===== config.mk =====
export PLATFORM = sky130hd
export DESIGN_NAME = acc_requant_pack
export DESIGN_NICKNAME = d
export VERILOG_FILES = /design/src/rtl/acc_requant_pack.sv
export SDC_FILE = /design/constraint.sdc
export NUM_CORES = 1
export LEC_CHECK = 0
export BUFFER_PORTS_ARGS = -buffer_cell sky130_fd_sc_hd__buf_2
export CAP_MARGIN = 30
export CORE_ASPECT_RATIO = 0.5
export CORE_MARGIN = 8
export CORE_UTILIZATION = 62
export DETAILED_ROUTE_END_ITERATION = 10
export PLACE_DENSITY = 0.8
export SYNTH_ARGS = -nofsm -noshare
export SYNTH_HDL_FRONTEND = slang
export SYNTH_SLANG_ARGS = --single-unit

===== constraint.sdc =====
create_clock -name I_clk -period 6.2 [get_ports I_clk]
set_input_delay 1.24 -clock I_clk [delete_from_list [all_inputs] [get_ports I_clk]]
set_output_delay 1.24 -clock I_clk [all_outputs]
set_load 0.05 [all_outputs]

===== src/rtl/acc_requant_pack.sv =====
// Requantise accumulator sums (bias, round, shift, saturate, ReLU), pack C_PACK elements per
// word and queue words in a first-word-fall-through FIFO toward the obuf writer.
module acc_requant_pack #(
  parameter int unsigned C_IN    = 13,
  parameter int unsigned C_OW    = 8,
  parameter int unsigned C_PACK  = 4,
  parameter int unsigned C_SHW   = 5,
  parameter int unsigned C_DEPTH = 8,
  parameter int unsigned C_AW    = 3
) (
  input  logic                   I_clk,
  input  logic                   I_rst,
  input  logic [C_IN-1:0]        I_result,
  input  logic                   I_result_rdy,
  input  logic                   I_flush,
  input  logic [C_IN-1:0]        I_bias,
  input  logic [C_SHW-1:0]       I_shift,
  input  logic                   I_relu_en,
  output logic                   O_afull,
  output logic                   O_overflow,
  output logic [C_PACK*C_OW-1:0] O_dout,
  output logic                   O_dout_vld,
  input  logic                   I_dout_rdy
);

  localparam int unsigned S2W  = C_IN + 2;
  localparam int unsigned CNTW = (C_PACK > 1) ? $clog2(C_PACK) : 1;
  // Any shift of at least C_IN+1 rounds every possible sum to zero.
  localparam logic [C_SHW-1:0]        SH_ZERO = C_SHW'(C_IN + 1);
  localparam logic signed [S2W-1:0]   SAT_HI  = S2W'((1 << (C_OW - 1)) - 1);
  localparam logic signed [S2W-1:0]   SAT_LO  = ~SAT_HI;
  localparam logic [C_AW:0]           DEPTH_C = (C_AW + 1)'(C_DEPTH);
  localparam logic [C_AW:0]           AFULL_C = (C_AW + 1)'(C_DEPTH - 4);
  localparam logic [CNTW-1:0]         LAST_C  = CNTW'(C_PACK - 1);

  // Pipeline registers: input capture, bias add, round/shift, saturate
  logic                    in_vld_q, in_flush_q;
  logic [C_IN-1:0]         in_res_q;
  logic                    s1_vld_q, s1_flush_q;
  logic signed [C_IN:0]    s1_q;
  logic                    s2_vld_q, s2_flush_q;
  logic signed [S2W-1:0]   s2_q, s2_d;
  logic                    s3_vld_q, s3_flush_q;
  logic [C_OW-1:0]         s3_q, s3_d;

  logic signed [S2W-1:0]   s1_ext, rnd, sum;
  logic [C_SHW-1:0]        sh_m1;

  always_comb begin
    s1_ext = {s1_q[C_IN], s1_q};
    sh_m1  = I_shift - C_SHW'(1);
    rnd    = S2W'(1) << sh_m1;
    sum    = s1_ext + rnd;
    s2_d   = sum >>> I_shift;
    if (I_shift == '0) begin
      s2_d = s1_ext;
    end else if (I_shift >= SH_ZERO) begin
      s2_d = '0;
    end
  end

  always_comb begin
    s3_d = s2_q[C_OW-1:0];
    if (s2_q > SAT_HI) begin
      s3_d = SAT_HI[C_OW-1:0];
    end else if (s2_q < SAT_LO) begin
      s3_d = SAT_LO[C_OW-1:0];
    end
    if (I_relu_en && s3_d[C_OW-1]) begin
      s3_d = '0;
    end
  end

  always_ff @(posedge I_clk or posedge I_rst) begin
    if (I_rst) begin
      in_vld_q   <= 1'b0;
      in_flush_q <= 1'b0;
      in_res_q   <= '0;
      s1_vld_q   <= 1'b0;
      s1_flush_q <= 1'b0;
      s1_q       <= '0;
      s2_vld_q   <= 1'b0;
      s2_flush_q <= 1'b0;
      s2_q       <= '0;
      s3_vld_q   <= 1'b0;
      s3_flush_q <= 1'b0;
      s3_q       <= '0;
    end else begin
      in_vld_q   <= I_result_rdy;
      in_flush_q <= I_flush;
      in_res_q   <= I_result;
      s1_vld_q   <= in_vld_q;
      s1_flush_q <= in_flush_q;
      s1_q       <= {in_res_q[C_IN-1], in_res_q} + {I_bias[C_IN-1], I_bias};
      s2_vld_q   <= s1_vld_q;
      s2_flush_q <= s1_flush_q;
      s2_q       <= s2_d;
      s3_vld_q   <= s2_vld_q;
      s3_flush_q <= s2_flush_q;
      s3_q       <= s3_d;
    end
  end

  // Lane packer; lanes are cleared on every push so unused lanes of a flushed word read 0
  logic [C_PACK-1:0][C_OW-1:0] lanes_q, lanes_d, push_word;
  logic [CNTW-1:0]             cnt_q, cnt_d;
  logic                        push;

  always_comb begin
    lanes_d   = lanes_q;
    cnt_d     = cnt_q;
    push      = 1'b0;
    push_word = lanes_q;
    if (s3_vld_q) begin
      push_word[cnt_q] = s3_q;
      if (s3_flush_q || cnt_q == LAST_C) begin
        push    = 1'b1;
        lanes_d = '0;
        cnt_d   = '0;
      end else begin
        lanes_d = push_word;
        cnt_d   = cnt_q + CNTW'(1);
      end
    end else if (s3_flush_q && cnt_q != '0) begin
      push    = 1'b1;
      lanes_d = '0;
      cnt_d   = '0;
    end
  end

  always_ff @(posedge I_clk or posedge I_rst) begin
    if (I_rst) begin
      lanes_q <= '0;
      cnt_q   <= '0;
    end else begin
      lanes_q <= lanes_d;
      cnt_q   <= cnt_d;
    end
  end

  // Output FIFO
  logic [C_PACK-1:0][C_OW-1:0] mem_q [C_DEPTH];
  logic [C_AW-1:0]             wr_ptr_q, rd_ptr_q;
  logic [C_AW:0]               count_q, count_d;
  logic                        full, pop, wr_en, afull_q, ovf_q;

  assign full       = (count_q == DEPTH_C);
  assign O_dout_vld = (count_q != '0);
  assign pop        = O_dout_vld && I_dout_rdy;
  // A pop frees the slot in the same cycle, so a push into a full FIFO is kept when popping.
  assign wr_en      = push && (!full || pop);
  assign O_dout     = O_dout_vld ? mem_q[rd_ptr_q] : '0;
  assign O_afull    = afull_q;
  assign O_overflow = ovf_q;

  always_comb begin
    count_d = count_q;
    if (wr_en && !pop) begin
      count_d = count_q + (C_AW + 1)'(1);
    end else if (!wr_en && pop) begin
      count_d = count_q - (C_AW + 1)'(1);
    end
  end

  always_ff @(posedge I_clk) begin
    if (wr_en) begin
      mem_q[wr_ptr_q] <= push_word;
    end
  end

  always_ff @(posedge I_clk or posedge I_rst) begin
    if (I_rst) begin
      wr_ptr_q <= '0;
      rd_ptr_q <= '0;
      count_q  <= '0;
      afull_q  <= 1'b0;
      ovf_q    <= 1'b0;
    end else begin
      if (wr_en) wr_ptr_q <= wr_ptr_q + C_AW'(1);
      if (pop)   rd_ptr_q <= rd_ptr_q + C_AW'(1);
      count_q <= count_d;
      afull_q <= (count_d >= AFULL_C);
      ovf_q   <= ovf_q | (push && full && !pop);
    end
  end

endmodule

# Word level (Yosys, flattened, before mapping)
# Memory sizes are Yosys's and may differ from the RTL's.
# Cells that the tools add are included.
dict set report totals {
  ff_bits 104
  mem_bits_rw 256
  in_bits 37
  output_inout_bits 35
  mem_count 1
}
# memory words width rd rd_ports_with_merged_regs wr line_no
set memory_table {}
lappend memory_table {mem_q 8 32 1 0 1 142} ;# logic [C_PACK-1:0][C_OW-1:0] mem_q [C_DEPTH];
dict set report op_classes {
  add_sub_neg 8
  magnitude_cmp 6
  eq_ne 2
  shifts 2
  n_mux 23
  n_bitwise 1
  reduce_logical 18
}
# op n
set ops {}
lappend ops {{$mux W32} 5}
lappend ops {{$bwmux W32} 1}
lappend ops {{$mux W8} 4}
lappend ops {{$mux W15} 2}
lappend ops {{$demux W8 S2} 1}
lappend ops {{$add A14 B15 Y15} 1}
lappend ops {{$gt A15 B8 Y1 const B} 1}
lappend ops {{$lt A15 B8 Y1 const B} 1}
lappend ops {{$shl A1 B5 Y15 const A} 1}
lappend ops {{$sshr A15 B5 Y15} 1}
lappend ops {{$add A13 B13 Y14} 1}
lappend ops {{$logic_and A1 B1 Y1} 9}
lappend ops {{$mux W4} 2}
lappend ops {{$add A3 B1 Y3 const B} 2}
lappend ops {{$mux W2} 3}
lappend ops {{$ge A5 B4 Y1 const B} 1}
lappend ops {{$logic_not A5 Y1} 1}
lappend ops {{$mux W1} 5}
lappend ops {{$sub A5 B1 Y5 const B} 1}
lappend ops {{$add A4 B1 Y4 const B} 1}
lappend ops {{$eq A4 B4 Y1 const B} 1}
lappend ops {{$ge A4 B3 Y1 const B} 1}
lappend ops {{$reduce_bool A2 Y1} 2}
lappend ops {{$reduce_bool A4 Y1} 1}
lappend ops {{other kinds (8)} 11}

# Depth between registers and ports, before layout
dict set report logic_depth {
  ltp_word 10
  depth_mapped 16
  mapped_depth_nobuf 14
}

# Least setup slack after synthesis
# Ideal clock, no wire load.
dict set report synth_timing {
  path_kind {input to register}
  start {input port I_dout_rdy}
  end {memory mem_q[3][0] (netlist bit) (enable)}
  arrival_time_ns 4.369
  setup_slack_ns 1.363
  stages 4
  cell_sequence {nor4bb_1 > nor3_1 > nand2_1 > nor3b_1}
}
dict set report synth_between {
  elab_chain_len 5
}
# item line_no
set synth_lines {}
lappend synth_lines {{start: declaration} 23} ;# input logic I_dout_rdy
lappend synth_lines {{$logic_and A1 B1 Y1} 149} ;# assign pop = O_dout_vld && I_dout_rdy;
lappend synth_lines {{$logic_or A1 B1 Y1} 151} ;# assign wr_en = push && (!full || pop);
lappend synth_lines {{$logic_and A1 B1 Y1} 151}
lappend synth_lines {{$mux W1} 166} ;# if (wr_en) begin
lappend synth_lines {{$mux W1 (implied by the code)} 167} ;# mem_q[wr_ptr_q] <= push_word;
lappend synth_lines {{end: declaration} 142}
# No other way between the ends.

# Final worst setup path
dict set report layout_timing {
  start {input port I_shift[2]}
  end {register s2_q[7]}
}
dict set report layout_between {
  elab_chain_len 6
}
# item line_no
set layout_lines {}
lappend layout_lines {{start: declaration} 17} ;# input logic [C_SHW-1:0] I_shift,
lappend layout_lines {{$sub A5 B1 Y5} 51} ;# sh_m1 = I_shift - C_SHW'(1);
lappend layout_lines {{$shl A1 B5 Y15} 52} ;# rnd = S2W'(1) << sh_m1;
lappend layout_lines {{$add A14 B15 Y15} 53} ;# sum = s1_ext + rnd;
lappend layout_lines {{$sshr A15 B5 Y15} 54} ;# s2_d = sum >>> I_shift;
lappend layout_lines {{$mux W15} 57} ;# end else if (I_shift >= SH_ZERO) begin
lappend layout_lines {{$mux W15 (*)} 55} ;# if (I_shift == '0) begin
lappend layout_lines {{named net s2_d[7]} 42} ;# logic signed [S2W-1:0] s2_q, s2_d;
lappend layout_lines {{end signal: assignment} 84} ;# s2_q <= '0;
lappend layout_lines {{end signal: assignment} 97} ;# s2_q <= s2_d;
lappend layout_lines {{end: declaration} 42}
# Mark *: on every way through the listed nets, which the timed path passes. The rest lies on a longest branch.
# A chain may end at the register's enable or synchronous reset.

==> impl_metrics.ini <==
[power]
power_density_nw_per_um2 = 448
switchingPower_w = 0.00296
leakagePower_nw = 6.83
p_comb_frac = 0.339
seq_power_share = 0.410
vdd_ir_drop_max_v = 0.000250
clock_power_share = 0.251
sw_frac_of_total = 0.369
p_int_w = 0.00506

[drt]
wirelength_um = 34800
drt_first_pass_iters = 5
drt-initial-drc-count = 905
ant_nets = 0
num_vias = 9504
viasPerCell = 6.28
drc = 0
wl_per_cell_um = 23.0

[yosys]
synth_edf_count = 256
ys_top_cells_by_area = edfxtp_1 48%, dfrtp_1 16%, mux4_2 9.6%
ys_warn_count = 0
synthesis.nets = 1138
postSynthAreaPerCell_um2 = 15.0
yosysTopAreaCellShare = 0.481
yosysTopAreaCell = edfxtp_1
yosysSeqAreaShare = 0.644
ys_top_cells_by_count = 256 x edfxtp_1, 104 x dfrtp_1, 89 x nand2_1
synth_ff_type = edfxtp_1
netlist_area_um2 = 16000
yosysUniqueCellTypes = 81
ys_seq_elements = 360
syn_inst = 1064
synth.most_common_cell = edfxtp_1
ys_async_sr_fraction = 0.289

[grt]
antenna_found_initial = 0
grt_pass1_wl_um = 54300
grt_overflow = 0
first_global_vias = 9810
grt_use_total = 0.222
grt_max_degree = 59

[timing]
period_minus_slack_ns = 4.47
max_slew_margin = 0.354
tightest_slew_ns = 0.969
period_share = 0.721
fmax_mhz = 224
fin_skew_ns = 0.0244
slew_violations = 0
tns_ns = 0
setup_violations = 0
hold_viol_final = 0
rsz0062_at_grt = no

[worst_hold_path]
hold_depth = 0
hold_path_end = s2_vld_q
hp-class = flip-flop to flip-flop
min_from = s1_vld_q

[placed_design]
dp_hpwl_um = 22200
dp_cells = 1454
portBuffers = 71
finalWeightedCongestion = 0.866

[critical_path]
critPathArrivalTime_ns = 4.93
r2r_slack_ns = 3.04
crit_required_ns = 6.66
crit_type = input pin to flip-flop
cp_max_fo = 24
startpoint = I_shift[2]
end_kind = flip-flop
rr_worst_depth = 9
r2r_end = mem_q[7][27]
start_kind = input pin
reg2reg_from = cnt_q[0]

[run]
cap_violations = 0

[cts]
clock_latency_ns = 0.59
cts_num_sinks = 360
clk_pin_slew_ns = 0.06
clockBufferDepth = 3
htree_levels = 1
cts_resized = 0
cts-hold-fix-buffers = 0
cts_root_buf = clkbuf_16
cts_tree = built
cts_made_buffers = 31
postCtsSetupBuffers = 0

[die]
start_util = 0.633
dieWidth_um = 243
rows = 41
io_pins = 72
die-area_um2 = 31500
die_h_um = 130
core_um2 = 25200

[outcome]
status = completed

[layout]
area_growth_pct = 11.9
drive_gt1_frac = 0.236
layout.nets = 1218
diodes = 0
instances_no_fill = 1513
critical path: stages:
cell and delay, ns:
buf_2 0.36, nor2b_1 0.49, nand2_1 0.25, nor2_1 0.14, ha_1 0.32, and2_1 0.21, o21ai_1 0.29, nand3_2 0.18
a31oi_2 0.31, xor2_1 0.19, mux4_2 0.50, and3_1 0.20, a221oi_1 0.24
state kept, by name, indices dropped and copies added (netlist names):
name and flops:
s2_vld_q 1, in_res_q 13, s1_flush_q 1, s1_q 14, lanes_q 32, s2_flush_q 1, in_vld_q 1, O_afull 1
count_q 4, wr_ptr_q 3, s1_vld_q 1, s2_q 15, mem_q 256, in_flush_q 1, rd_ptr_q 3, s3_q 8
cnt_q 2, s3_flush_q 1, s3_vld_q 1, O_overflow 1
final cells by class:
cell class | count | area [µm²]
Clock buffer | 36 | 815
Clock inverter | 22 | 265
Fill cell | 1611 | 7360
Inverter | 24 | 92.6
Multi-Input combinational cell | 637 | 5480
Sequential cell | 360 | 10300
Tap cell | 344 | 430
Timing Repair Buffer | 90 | 499
stage by stage:
stage	utilization	instance area [µm²]	total power (W)	hold WS, ns	worst slack [ns]
after global routing	0.709	17900	0.00837	0.360	1.53
after detailed placement	0.666	16800	0.00605	0.335	1.25
after floorplan	-	16000	0.00533	0.331	1.36
final	0.709	17900	0.00802	0.348	1.73
after CTS	0.708	17900	0.00808	0.348	1.75
after global placement	0.665	16800	0.00599	0.336	1.37
power by group through the flow:
stage                     Sequential [W]  Clock [W]  Combinational [W]
final                            0.00329    0.00201            0.00272
after floorplan                  0.00312          0            0.00221
after global placement           0.00331          0            0.00268
after global routing             0.00333    0.00214            0.00290
after detailed placement         0.00333          0            0.00272
after CTS                        0.00329    0.00205            0.00274
routing by layer:
layer	share of wire	GRT usage	vias up
met3	0.074	0.0409	55
met2	0.49	0.386	396
met1	0.41	0.290	4811
met5	0	0	-
met4	0.022	0.0572	0
li1	-	-	4242
kinds of logic (layout without fill, tap and decap cells):
family / after synthesis / count (layout) / synth area share
adder cells (fa/ha/maj): 37 / 37 / 0.0299
XOR/XNOR: 30 / 30 / 0.0169
buffers and inverters: 67 / 172 / 0.0158
flip-flops: 360 / 360 / 0.644
multiplexers: 136 / 136 / 0.141
AND/OR/NAND/NOR: 255 / 255 / 0.0718
AO/OA/AOI/OAI: 179 / 179 / 0.0806
cells in the final DEF, fill, tap and decap left out, types with 18 or more instances in the layout:
cell	count
edfxtp_1	256
dfrtp_1	101
nand2_1	89
nor2_1	86
buf_2	72
mux4_2	68
a21oi_1	38
mux2i_1	37
ha_1	35
clkbuf_16	31
mux2_2	30
o21ai_0	26
inv_1	22
xnor2_1	21
a22o_1	18
worst max path at each step:
| stage | endpoint | slack (ns) | depth (start not counted) |
|---|---|---|---|
| 6_report | s2_q[7] | 1.73 | 13 |
| 5_1_grt | s2_q[3] | 1.53 | 13 |
| 2_1_floorplan | mem_q[3][0] | 1.36 | 4 |
| 3_5_place_dp | s2_q[3] | 1.25 | 13 |
| 3_3_place_gp | s2_q[3] | 1.37 | 13 |
| 4_1_cts | O_dout[11] | 1.75 | 5 |
Note: power is estimated with default switching activity, not from simulation.
